==> src/rtl/div_arb.sv <==
// div_arb: round-robin front end that shares one combinational unsigned
// divider among NREQ requesters. Operands are registered on accept, the
// divider is given LAT cycles to settle, and the quotient is returned on a
// single response channel tagged with the requester index.

// div_u: combinational unsigned divider; divide by zero yields all ones.
module div_u #(
  parameter int BWI1 = 8,
  parameter int BWI2 = 8,
  parameter int BWO1 = 8
) (
  input  logic [BWI1-1:0] i_i1,
  input  logic [BWI2-1:0] i_i2,
  output logic [BWO1-1:0] o_q
);
  localparam int BWD = (BWI1 > BWI2) ? BWI1 : BWI2;

  logic [BWD-1:0]  w_qd;
  logic [BWI1-1:0] w_qf;
  logic [BWO1-1:0] w_qx;

  // Divide at the common width; the quotient never exceeds the dividend.
  assign w_qd = BWD'(i_i1) / BWD'(i_i2);
  assign w_qf = w_qd[BWI1-1:0];

  if (BWO1 > BWI1) begin : g_ext
    assign w_qx = {{(BWO1-BWI1){1'b0}}, w_qf};
  end else begin : g_trunc
    assign w_qx = w_qf[BWO1-1:0];
  end

  assign o_q = (i_i2 == '0) ? '1 : w_qx;
endmodule

module div_arb #(
  parameter int BWI1 = 8,
  parameter int BWI2 = 8,
  parameter int BWO1 = 8,
  parameter int NREQ = 4,
  parameter int IDW  = 2,
  parameter int LAT  = 2
) (
  input  logic                 clk,
  input  logic                 rst_n,
  input  logic [NREQ-1:0]      req_valid,
  output logic [NREQ-1:0]      req_ready,
  input  logic [NREQ*BWI1-1:0] req_i1,
  input  logic [NREQ*BWI2-1:0] req_i2,
  output logic                 rsp_valid,
  input  logic                 rsp_ready,
  output logic [IDW-1:0]       rsp_id,
  output logic [BWO1-1:0]      rsp_q,
  output logic                 rsp_dz,
  output logic                 busy
);
  localparam int CW = (LAT > 1) ? $clog2(LAT) : 1;

  typedef enum logic [1:0] {S_IDLE, S_CALC, S_RESP} state_t;

  state_t          r_state, w_state_next;
  logic [IDW-1:0]  r_ptr, r_id, r_rsp_id;
  logic [CW-1:0]   r_cnt;
  logic [BWI1-1:0] r_op_i1;
  logic [BWI2-1:0] r_op_i2;
  logic            r_rsp_valid, r_rsp_dz;
  logic [BWO1-1:0] r_rsp_q;

  logic            w_gnt_found;
  logic [IDW-1:0]  w_gnt_id, w_k;
  logic [NREQ-1:0] w_req_ready;
  logic            w_accept, w_fire, w_done;
  logic [BWO1-1:0] w_div_q;
  logic [BWI1-1:0] w_i1_arr [NREQ];
  logic [BWI2-1:0] w_i2_arr [NREQ];

  for (genvar gi = 0; gi < NREQ; gi++) begin : g_unpack
    assign w_i1_arr[gi] = req_i1[gi*BWI1 +: BWI1];
    assign w_i2_arr[gi] = req_i2[gi*BWI2 +: BWI2];
  end

  div_u #(.BWI1(BWI1), .BWI2(BWI2), .BWO1(BWO1)) u_div (
    .i_i1 (r_op_i1),
    .i_i2 (r_op_i2),
    .o_q  (w_div_q)
  );

  // Round-robin search: first valid requester after the last one served.
  always_comb begin
    w_gnt_found = 1'b0;
    w_gnt_id    = '0;
    w_k         = '0;
    for (int o = 1; o <= NREQ; o++) begin
      w_k = IDW'((int'(r_ptr) + o) % NREQ);
      if (!w_gnt_found && req_valid[w_k]) begin
        w_gnt_found = 1'b1;
        w_gnt_id    = w_k;
      end
    end
  end

  // Next-state logic and handshake strobes; ready only offered in IDLE.
  always_comb begin
    w_state_next = r_state;
    w_accept     = 1'b0;
    w_fire       = 1'b0;
    w_done       = 1'b0;
    w_req_ready  = '0;
    case (r_state)
      S_IDLE: begin
        if (w_gnt_found) begin
          w_req_ready[w_gnt_id] = 1'b1;
          w_accept              = 1'b1;
          w_state_next          = S_CALC;
        end
      end
      S_CALC: begin
        if (r_cnt == '0) begin
          w_fire       = 1'b1;
          w_state_next = S_RESP;
        end
      end
      S_RESP: begin
        if (rsp_ready) begin
          w_done       = 1'b1;
          w_state_next = S_IDLE;
        end
      end
      default: w_state_next = S_IDLE;
    endcase
  end

  // State register.
  always_ff @(posedge clk or negedge rst_n) begin
    if (!rst_n) r_state <= S_IDLE;
    else        r_state <= w_state_next;
  end

  // Operand capture, settle counter and registered response.
  always_ff @(posedge clk or negedge rst_n) begin
    if (!rst_n) begin
      r_ptr       <= IDW'(NREQ-1);
      r_id        <= '0;
      r_cnt       <= '0;
      r_op_i1     <= '0;
      r_op_i2     <= '0;
      r_rsp_valid <= 1'b0;
      r_rsp_id    <= '0;
      r_rsp_q     <= '0;
      r_rsp_dz    <= 1'b0;
    end else begin
      if (w_accept) begin
        r_op_i1 <= w_i1_arr[w_gnt_id];
        r_op_i2 <= w_i2_arr[w_gnt_id];
        r_id    <= w_gnt_id;
        r_ptr   <= w_gnt_id;
        r_cnt   <= CW'(LAT-1);
      end else if (r_state == S_CALC && !w_fire) begin
        r_cnt <= r_cnt - 1'b1;
      end
      if (w_fire) begin
        r_rsp_valid <= 1'b1;
        r_rsp_q     <= w_div_q;
        r_rsp_dz    <= (r_op_i2 == '0);
        r_rsp_id    <= r_id;
      end else if (w_done) begin
        r_rsp_valid <= 1'b0;
      end
    end
  end

  assign req_ready = w_req_ready;
  assign rsp_valid = r_rsp_valid;
  assign rsp_id    = r_rsp_id;
  assign rsp_q     = r_rsp_q;
  assign rsp_dz    = r_rsp_dz;
  assign busy      = (r_state != S_IDLE);
endmodule

==> config.mk <==
export PLATFORM = sky130hd
export DESIGN_NAME = div_arb
export DESIGN_NICKNAME = d
export VERILOG_FILES = /design/src/rtl/div_arb.sv
export SDC_FILE = /design/constraint.sdc
export NUM_CORES = 1
export LEC_CHECK = 0
export CAP_MARGIN = 20
export CORE_ASPECT_RATIO = 0.6
export CORE_MARGIN = 4
export CORE_UTILIZATION = 40
export CTS_BUF_LIST = sky130_fd_sc_hd__clkbuf_4 sky130_fd_sc_hd__clkbuf_8 sky130_fd_sc_hd__clkbuf_16
export CTS_CLUSTER_DIAMETER = 40
export CTS_CLUSTER_SIZE = 20
export DETAILED_ROUTE_END_ITERATION = 12
export GPL_TIMING_DRIVEN = 0
export PLACE_DENSITY_LB_ADDON = 0.1
export SYNTH_ARGS = -nofsm -noshare
export SYNTH_HDL_FRONTEND = slang
export SYNTH_SLANG_ARGS = --single-unit
==> constraint.sdc <==
create_clock -name clk -period 15.8 [get_ports clk]
set_input_delay 2.37 -clock clk [delete_from_list [all_inputs] [get_ports clk]]
set_output_delay 2.37 -clock clk [all_outputs]
set_load 0.02 [all_outputs]
==> results of run 1 <==
==> worst min-delay path by stage <==
stage / end / cells past startpoint
final: r_cnt$_DFFE_PN0P_ / 1
after global routing: r_cnt$_DFFE_PN0P_ / 1
after CTS: r_cnt$_DFFE_PN0P_ / 1
after detailed placement: r_cnt$_DFFE_PN0P_ / 1
after global placement: r_cnt$_DFFE_PN0P_ / 1
after floorplan: r_cnt$_DFFE_PN0P_ / 1
==> cell usage in the layout (no fill, tap or decap), types with 13 or more instances in the layout <==
cell type	n
o21ai_0	14
mux2_2	25
o21a_1	13
nor2_1	33
ha_1	37
inv_1	24
mux2i_1	50
clkdlybuf4s50_1	86
dfrtp_1	33
nand2_1	19
a21oi_1	30
==> registers in the layout, indices dropped and copies added, names as in the netlist <==
| register | flops |
|---|---|
| r_op_i1 | 8 |
| rsp_id | 2 |
| r_id | 2 |
| rsp_q | 8 |
| rsp_dz | 1 |
| r_cnt | 1 |
| r_ptr | 2 |
| r_op_i2 | 8 |
| rsp_valid | 1 |
| r_state | 2 |
==> metrics by stage <==
step | std cells | worst slack [ps] | util
final | 613 | 4340 | 0.554
after global routing | 613 | 3520 | 0.554
after CTS | 613 | 4450 | 0.554
after floorplan | 406 | 5890 | -
after detailed placement | 605 | 4480 | 0.536
after global placement | 605 | 4450 | 0.536
==> cell families (layout without fill, tap and decap cells) <==
kind of cell | Yosys count | after routing | share of synthesized area
AOI/OAI and AO/OA | 104 | 104 | 0.192
xor gates and xnor gates | 7 | 7 | 0.0167
adders and majority gates | 37 | 37 | 0.126
buffers and inverters | 38 | 133 | 0.0444
DFF | 35 | 35 | 0.240
muxes | 76 | 76 | 0.217
and+or+nand+nor | 109 | 109 | 0.163
==> power by group <==
| part | switching (uW) | internal [uW] | total [uW] |
|---|---|---|---|
| logic | 572 | 486 | 1060 |
| clock network | 40.7 | 69.0 | 110 |
| registers | 41.7 | 138 | 180 |
==> layout make-up <==
cell class	count	area [um2]
multi-input combinational	333	2620
timing repair buffer	87	866
clock buffer	8	160
sequential	35	878
buffer	14	72.6
inverter	24	90.1
fill	794	3890
tap	112	140
==> worst max-delay path, delay by kind of cell (launching register included) <==
| kind | cells | cell delay (ps) |
|---|---|---|
| flip-flops | 1 | 480 |
| AO/OA/AOI/OAI | 20 | 4450 |
| AND/OR/NAND/NOR | 14 | 3310 |
| buffers and inverters | 3 | 390 |
| multiplexers | 2 | 710 |
| adder cells (fa/ha/maj) | 7 | 1980 |
==> layer usage <==
layer	vias up	part of all wire	wire [um]	GRT usage
met3	10	0.064	687	0.0424
met4	0	0.0096	103	0.0409
met2	90	0.40	4340	0.308
met1	1586	0.52	5630	0.305
li1	1697	-	-	-
met5	-	0	0	0
==> qor.csv, run 1 <==
metric,value,unit
start_util,0.420,
hold_viol_final,0,
design_area,4830,um2
synth_area_leader_cell,dfrtp_1,
yosysMostFrequentCell,mux2i_1,
setup_tns,0,ps
rrSetupSlack,4340,ps
r2r-start,r_op_i2[6]$_DFFE_PN0P_,
post-route-min-period,11460,ps
rsz0062_at_grt,false,
die_h,82.1,um
cts_tree,built,
rows,26,
antenna_cells,0,
synth-async-reset-ratio,1.00,
syn_inst,406,
tightestPinTransition,835,ps
critPathMaxStageDelay,620,ps
start_kind,flop,
cts_sinks,35,
netlist_area,3660,um2
vias,3383,
grt_overflow,0,
h-tree-depth,2,
viasPerCell,5.52,
ff2ff_path_depth,46,
ant_nets,0,
die-area,10800,um2
ys.warnings.count,0,
arrival,11630,ps
crit_start,r_op_i2[6]$_DFFE_PN0P_,
finalCritPeriodShare,0.726,
root_buffer,clkbuf_16,
r2r_end,rsp_q[0]$_DFFE_PN0P_,
maxSlewHeadroom,0.439,
yosysSeqAreaShare,0.240,
setup_viol,0,
synth_edf_count,0,
slowest_stage,or4b_2,
cts_buffer_depth,2,
synthesis.nets,514,
ctsHoldBuffers,0,
fin_total_pwr,1350,uW
netlist.area_leader.share,0.225,
finClkSkew,10.6,ps
drc,0,
port_buffers,87,
clk_pin_slew_worst_paths,60,ps
coreArea,8720,um2
wl_per_cell,17.5,um
grt_pass1_vias,3313,
crit_fanout,10,
crit_top_cell,ha_1,
syn2layout_area_growth,31.8,%
drtIter0Drc,178,
synthDistinctLibCells,66,
holdWs,482,ps
gp_congestion,0.838,
fmax,0.0872,GHz
min_path_type,reg -> reg,
grt_use_total,0.205,
worstPathRequired,15970,ps
worstSkewPairLatency,290,ps
power_density,279,nW/um2
cp-end-kind,flop,
yosys-top-cells-area,"dfrtp_1, mux2i_1, ha_1",
dpl_cell_area,4670,um2
ios,88,
max-cap-violations,0,
cts_made_buffers,5,
ir_drop,212,uV
grt_max_degree,36,
crit_type,reg -> reg,
fin_nets,608,
synth_common_cells,"mux2i_1, ha_1, dfrtp_1, nor2_1, a21oi_1",
hpwl,8760,um
antenna_found_initial,0,
synth_ff_type,dfrtp_1,
cts_setup_buffers,0,
worstSetupEndpoint,rsp_q[0]$_DFFE_PN0P_,
grt_pass1_wl,17300,um
firstDrtPassIters,4,
worstHoldStart,r_state[0]$_DFFE_PN0P_,
cts_resized,0,
drive_gt1_frac,0.130,
routed_wl,10800,um
die_w,132,um
ys_ff_latch,35,
drv_slew,0,
leakage,0.00215,uW
status,finished clean,
syn_area_per_cell,9.03,um2
(Power assumes the default switching activity.)
==> inputs of run 2 (changes only) <==
- clock period: 15.8 -> 10.57 ns (I/O delays scaled with it)
==> run 2 against run 1 <==
  * Die area did not move
  * Clock skew fell by 2.3 ps
  * Non-clock buffer count grew 15
  * Worst setup slack got worse by 3900 ps
  * Final area up 4.8%
  * Register-to-register slack got worse by 3900 ps
  * Fmax up 13%
  * Routed wire length up 4.5%
  * Largest cell class unchanged
  * Utilization increased by 2.7 points
  * First-iteration DRC count up 21%
==> qor.csv, run 2 (synthesis gave the netlist of run 1 again) <==
metric,value,unit,change
status,finished clean,,
r2r_end,rsp_q[0]$_DFFE_PN0P_,,
coreArea,8720,um2,unchanged
antenna_cells,0,,unchanged
critPathMaxStageDelay,620,ps,about the same
ctsHoldBuffers,0,,unchanged
layout_commonest_cell,clkdlybuf4s50_1,,
syn2layout_area_growth,38.1,%,
start_kind,flop,,
worstHoldStart,r_state[0]$_DFFE_PN0P_,,
finClkSkew,8.38,ps,-2.26 ps
setup_viol,0,,unchanged
wl_per_cell,17.9,um,+2.0%
grt_overflow,0,,unchanged
start_util,0.420,,unchanged
routed_wl,11200,um,+4.5%
die_h,82.1,um,unchanged
port_buffers,87,,unchanged
ios,88,,unchanged
arrival,10330,ps,-1300 ps
worstSkewPairLatency,290,ps,about the same
r2r-start,r_op_i2[7]$_DFFE_PN0P_,,
layout_setup_ws,405,ps,-3930 ps
cp_num_buf_inv,6,,+3
viasPerCell,5.49,,-0.57%
multi_input_area,2730,um2,+4.0%
gp_congestion,0.838,,unchanged
cts_sinks,35,,unchanged
preCtsSetupSlack,-747,ps,-5230 ps
crit_type,reg -> reg,,
rrSetupSlack,410,ps,-3930 ps
clk_pin_slew_worst_paths,60,ps,about the same
firstDrtPassIters,4,,unchanged
cts_made_buffers,5,,unchanged
die_w,132,um,unchanged
post-route-min-period,10160,ps,-1300 ps
min_path_type,reg -> reg,,
vias,3446,,+1.9%
ant_nets,0,,unchanged
grt_pass1_wl,17600,um,+2.1%
finalCritPeriodShare,0.962,,+0.236
drtIter0Drc,215,,+21%
maxSlewHeadroom,0.443,,+0.00414
root_buffer,clkbuf_16,,
hold_viol_final,0,,unchanged
holdPathStages,1,,unchanged
ff2ff_path_depth,47,,+2.2%
cts_buffer_depth,2,,unchanged
tightestPinTransition,829,ps,-6.16 ps
fin_nets,623,,+2.5%
grt_use_total,0.210,,+0.00468
hpwl,8760,um,unchanged
grt_pass1_vias,3355,,+1.3%
cp-end-kind,flop,,
max-cap-violations,0,,unchanged
drv_slew,0,,unchanged
die-area,10800,um2,unchanged
fmax,0.0984,GHz,+13%
fillers,790,,-0.50%
final_cell_mix,"clkdlybuf4s50_1, mux2i_1, ha_1",,
grt_max_degree,36,,unchanged
critPathTopFamily,compound AO/OA/AOI/OAI gates,,
antenna_found_initial,0,,unchanged
holdPathEnd,r_cnt$_DFFE_PN0P_,,
slowest_stage,or4b_2,,
h-tree-depth,2,,unchanged
rows,26,,unchanged
crit_top_cell,ha_1,,
seq_area,878,um2,unchanged
drive_gt1_frac,0.180,,+0.0505
worstPathRequired,10730,ps,-5240 ps
drc,0,,unchanged
crit_fanout,9,,-1
cts_tree,built,,
## run 2: cell count changes in the layout (fill, tap and decap cells not counted), sizes merged
cell / delta
clkinvlp: +1
inv: -1
buf: +15
## run 2: area by class of cell
| type | count | share of cell area |
|---|---|---|
| multi-input cells | 333 | 0.539 |
| plain buffers | 14 | 0.0156 |
| well taps | 112 | 0.0277 |
| repair buffers | 102 | 0.194 |
| flip-flops and latches | 35 | 0.174 |
| clock buffers | 8 | 0.0316 |
| inverters | 24 | 0.0185 |
## run 2: worst max-delay path by stage
stage | depth (start not counted) | endpoint | slack [ps] | from
final | 47 | rsp_q[0]$_DFFE_PN0P_ | 410 | r_op_i2[7]$_DFFE_PN0P_
after global routing | 49 | rsp_q[0]$_DFFE_PN0P_ | -70 | r_op_i2[7]$_DFFE_PN0P_
after CTS | 47 | rsp_q[0]$_DFFE_PN0P_ | 80 | r_op_i2[7]$_DFFE_PN0P_
after detailed placement | 46 | rsp_q[0]$_DFFE_PN0P_ | -750 | r_op_i2[6]$_DFFE_PN0P_
after global placement | 46 | rsp_q[0]$_DFFE_PN0P_ | -780 | r_op_i2[6]$_DFFE_PN0P_
after floorplan | 46 | rsp_q[0]$_DFFE_PN0P_ | 660 | r_op_i2[6]$_DFFE_PN0P_
## run 2: stage by stage
stage	hold slack (ps)	util	setup TNS (ps)	instance area, um2	std cells
2_1_floorplan	437	-	0	3660	406
3_3_place_gp	453	0.536	-777	4680	605
3_5_place_dp	463	0.536	-747	4670	605
4_1_cts	472	0.564	0	4910	620
5_1_grt	494	0.581	-67.1	5060	628
6_report	476	0.581	0	5060	628
## run 2: what timing repair did
action                                  in CTS  in global routing
pin swaps                                    4                 14
gates resized for setup                      5                 17
endpoints found under the setup margin       1                  1
setup buffers                                7                  8
## run 2: worst register-to-register path, delay by kind of cell, from the launching register on
family	cells	cell delay (ps)
adders and majority gates	7	1910
and+or+nand+nor	12	2760
buffers and inverters	6	670
DFF	1	370
muxes	2	690
AOI/OAI and AO/OA	20	3630
## run 2: layer usage
metal | vias up | wire [um] | track usage
met2 | 93 | 4670 | 0.316
li1 | 1724 | - | -
met1 | 1620 | 5620 | 0.309
met3 | 9 | 852 | 0.0478
met4 | 0 | 98 | 0.0409
met5 | - | 0 | 0
Power of run 2 is not shown: default switching activity piles up to over one toggle a cycle in this logic, so the estimate is an artifact.
==> inputs of run 3 (changes only) <==
- CORE_UTILIZATION: 40 -> 51
- CTS_CLUSTER_SIZE: 20 -> 16
==> run 3 against run 2 <==
  * Critical path depth shrank 2
  * Non-clock buffer count grew 2
  * Routed wire length grew 2.2%
  * Highest routed layer unchanged
==> qor.csv, run 3 (synthesis gave the netlist of run 1 again) <==
metric,value,unit,change
worstHoldStart,r_state[0]$_DFFE_PN0P_,,
finalCritPeriodShare,0.974,,+0.0128
min_path_type,reg -> reg,,
slowest_stage,or4b_2,,
post-route-min-period,10300,ps,+135 ps
cp_num_buf_inv,5,,-1
ios,88,,unchanged
coreArea,6820,um2,-22%
worstSkewPairLatency,280,ps,about the same
fmax,0.0971,GHz,-1.3%
rrSetupSlack,270,ps,-130 ps
holdPathEnd,r_cnt$_DFFE_PN0P_,,
start_util,0.537,,+0.117
drive_gt1_frac,0.186,,+0.00545
cts_buffer_depth,2,,unchanged
grt_pass1_wl,18000,um,+2.2%
worstPathRequired,10730,ps,about the same
r2r-start,r_op_i2[0]$_DFFE_PN0P_,,
wl_per_cell,19.0,um,+6.2%
viasPerCell,6.10,,+11%
final_cell_mix,"clkdlybuf4s50_1, mux2i_1, ha_1",,
multi_input_area,2730,um2,+0.14%
ctsHoldBuffers,0,,unchanged
path_depth,45,,-4.3%
die_w,117,um,-11%
finClkSkew,3.97,ps,-4.41 ps
grt_pass1_vias,3692,,+10%
syn2layout_area_growth,37.3,%,
fin_cells,604,,-3.8%
grt_max_degree,36,,unchanged
critPathMaxStageDelay,610,ps,about the same
antenna_cells,0,,unchanged
hpwl,8760,um,about the same
layout_commonest_cell,clkdlybuf4s50_1,,
max-cap-violations,0,,unchanged
root_buffer,clkbuf_16,,
dpl.cell_count,580,,-4.1%
firstDrtPassIters,5,,+1
crit_fanout,6,,-3
cts_tree,built,,
fin_nets,625,,+0.32%
drtIter0Drc,318,,+48%
die-area,8650,um2,-20%
start_kind,flop,,
seq_area,881,um2,+0.28%
r2r_end,rsp_q[0]$_DFFE_PN0P_,,
setup_viol,0,,unchanged
clk_pin_slew_worst_paths,50,ps,about the same
vias,3684,,+6.9%
arrival,10460,ps,+130 ps
routed_wl,11500,um,+2.2%
ff2ff_path_depth,45,,-4.3%
setup_tns,0,ps,unchanged
cts_made_buffers,5,,unchanged
gp_congestion,0.854,,+1.9%
tightestPinTransition,814,ps,-14.3 ps
maxSlewHeadroom,0.457,,+0.0142
ant_nets,0,,unchanged
grt_overflow,0,,unchanged
rows,23,,-12%
status,finished clean,,
drc,0,,unchanged
crit_top_cell,ha_1,,
port_buffers,87,,unchanged
crit_type,reg -> reg,,
fillers,497,,-37%
die_h,73.7,um,-10%
h-tree-depth,2,,unchanged
antenna_found_initial,0,,unchanged
grt_use_total,0.262,,+0.0520
critPathTopFamily,compound AO/OA/AOI/OAI gates,,
drv_slew,0,,unchanged
cp-end-kind,flop,,
hold_viol_final,0,,unchanged
cts_sinks,35,,unchanged
holdPathStages,1,,unchanged
holdWs,483,ps,+6.54 ps
## run 3: cell types whose count changed in the layout (fill, tap and decap cells not counted), sizes merged
cell    change
clkinv      +1
buf         +2
clkbuf      -2
## run 3: what timing repair did
action | in CTS | in global routing
gates resized for setup | 8 | 16
endpoints found under the setup margin | 1 | 1
setup buffers | 6 | 11
pin swaps | 4 | 13
gates cloned | 0 | 0
## run 3: per-layer routing
layer  GRT usage  wire (um)  up-vias
met5           0          0        -
met4      0.0689        176        0
met3      0.0492        905       19
met2       0.437       5290      153
met1       0.355       5120     1781
li1            -          -     1731
## run 3: final cells by class
class	instances	share of cell area
inverters	24	0.0186
plain buffers	14	0.0157
clock buffers	6	0.0276
clock inverters	1	0.000995
multi-input cells	333	0.543
repair buffers	104	0.197
flip-flops and latches	35	0.175
well taps	87	0.0216
## run 3: how the worst max path moves through the flow
stage,from,endpoint
final,r_op_i2[0]$_DFFE_PN0P_,rsp_q[0]$_DFFE_PN0P_
after CTS,r_op_i2[7]$_DFFE_PN0P_,rsp_q[0]$_DFFE_PN0P_
after detailed placement,r_op_i2[6]$_DFFE_PN0P_,rsp_q[0]$_DFFE_PN0P_
after floorplan,r_op_i2[6]$_DFFE_PN0P_,rsp_q[0]$_DFFE_PN0P_
after global routing,r_op_i2[5]$_DFFE_PN0P_,rsp_q[0]$_DFFE_PN0P_
after global placement,r_op_i2[6]$_DFFE_PN0P_,rsp_q[0]$_DFFE_PN0P_
## run 3: metrics by stage
| stage | util | area (um2) | setup slack [ps] |
|---|---|---|---|
| final | 0.738 | 5030 | 271 |
| after global routing | 0.738 | 5030 | -109 |
| after floorplan | - | 3660 | 657 |
| after CTS | 0.715 | 4870 | 18.2 |
| after detailed placement | 0.680 | 4640 | -906 |
| after global placement | 0.681 | 4640 | -704 |
Power of run 3 is left out for the same reason.
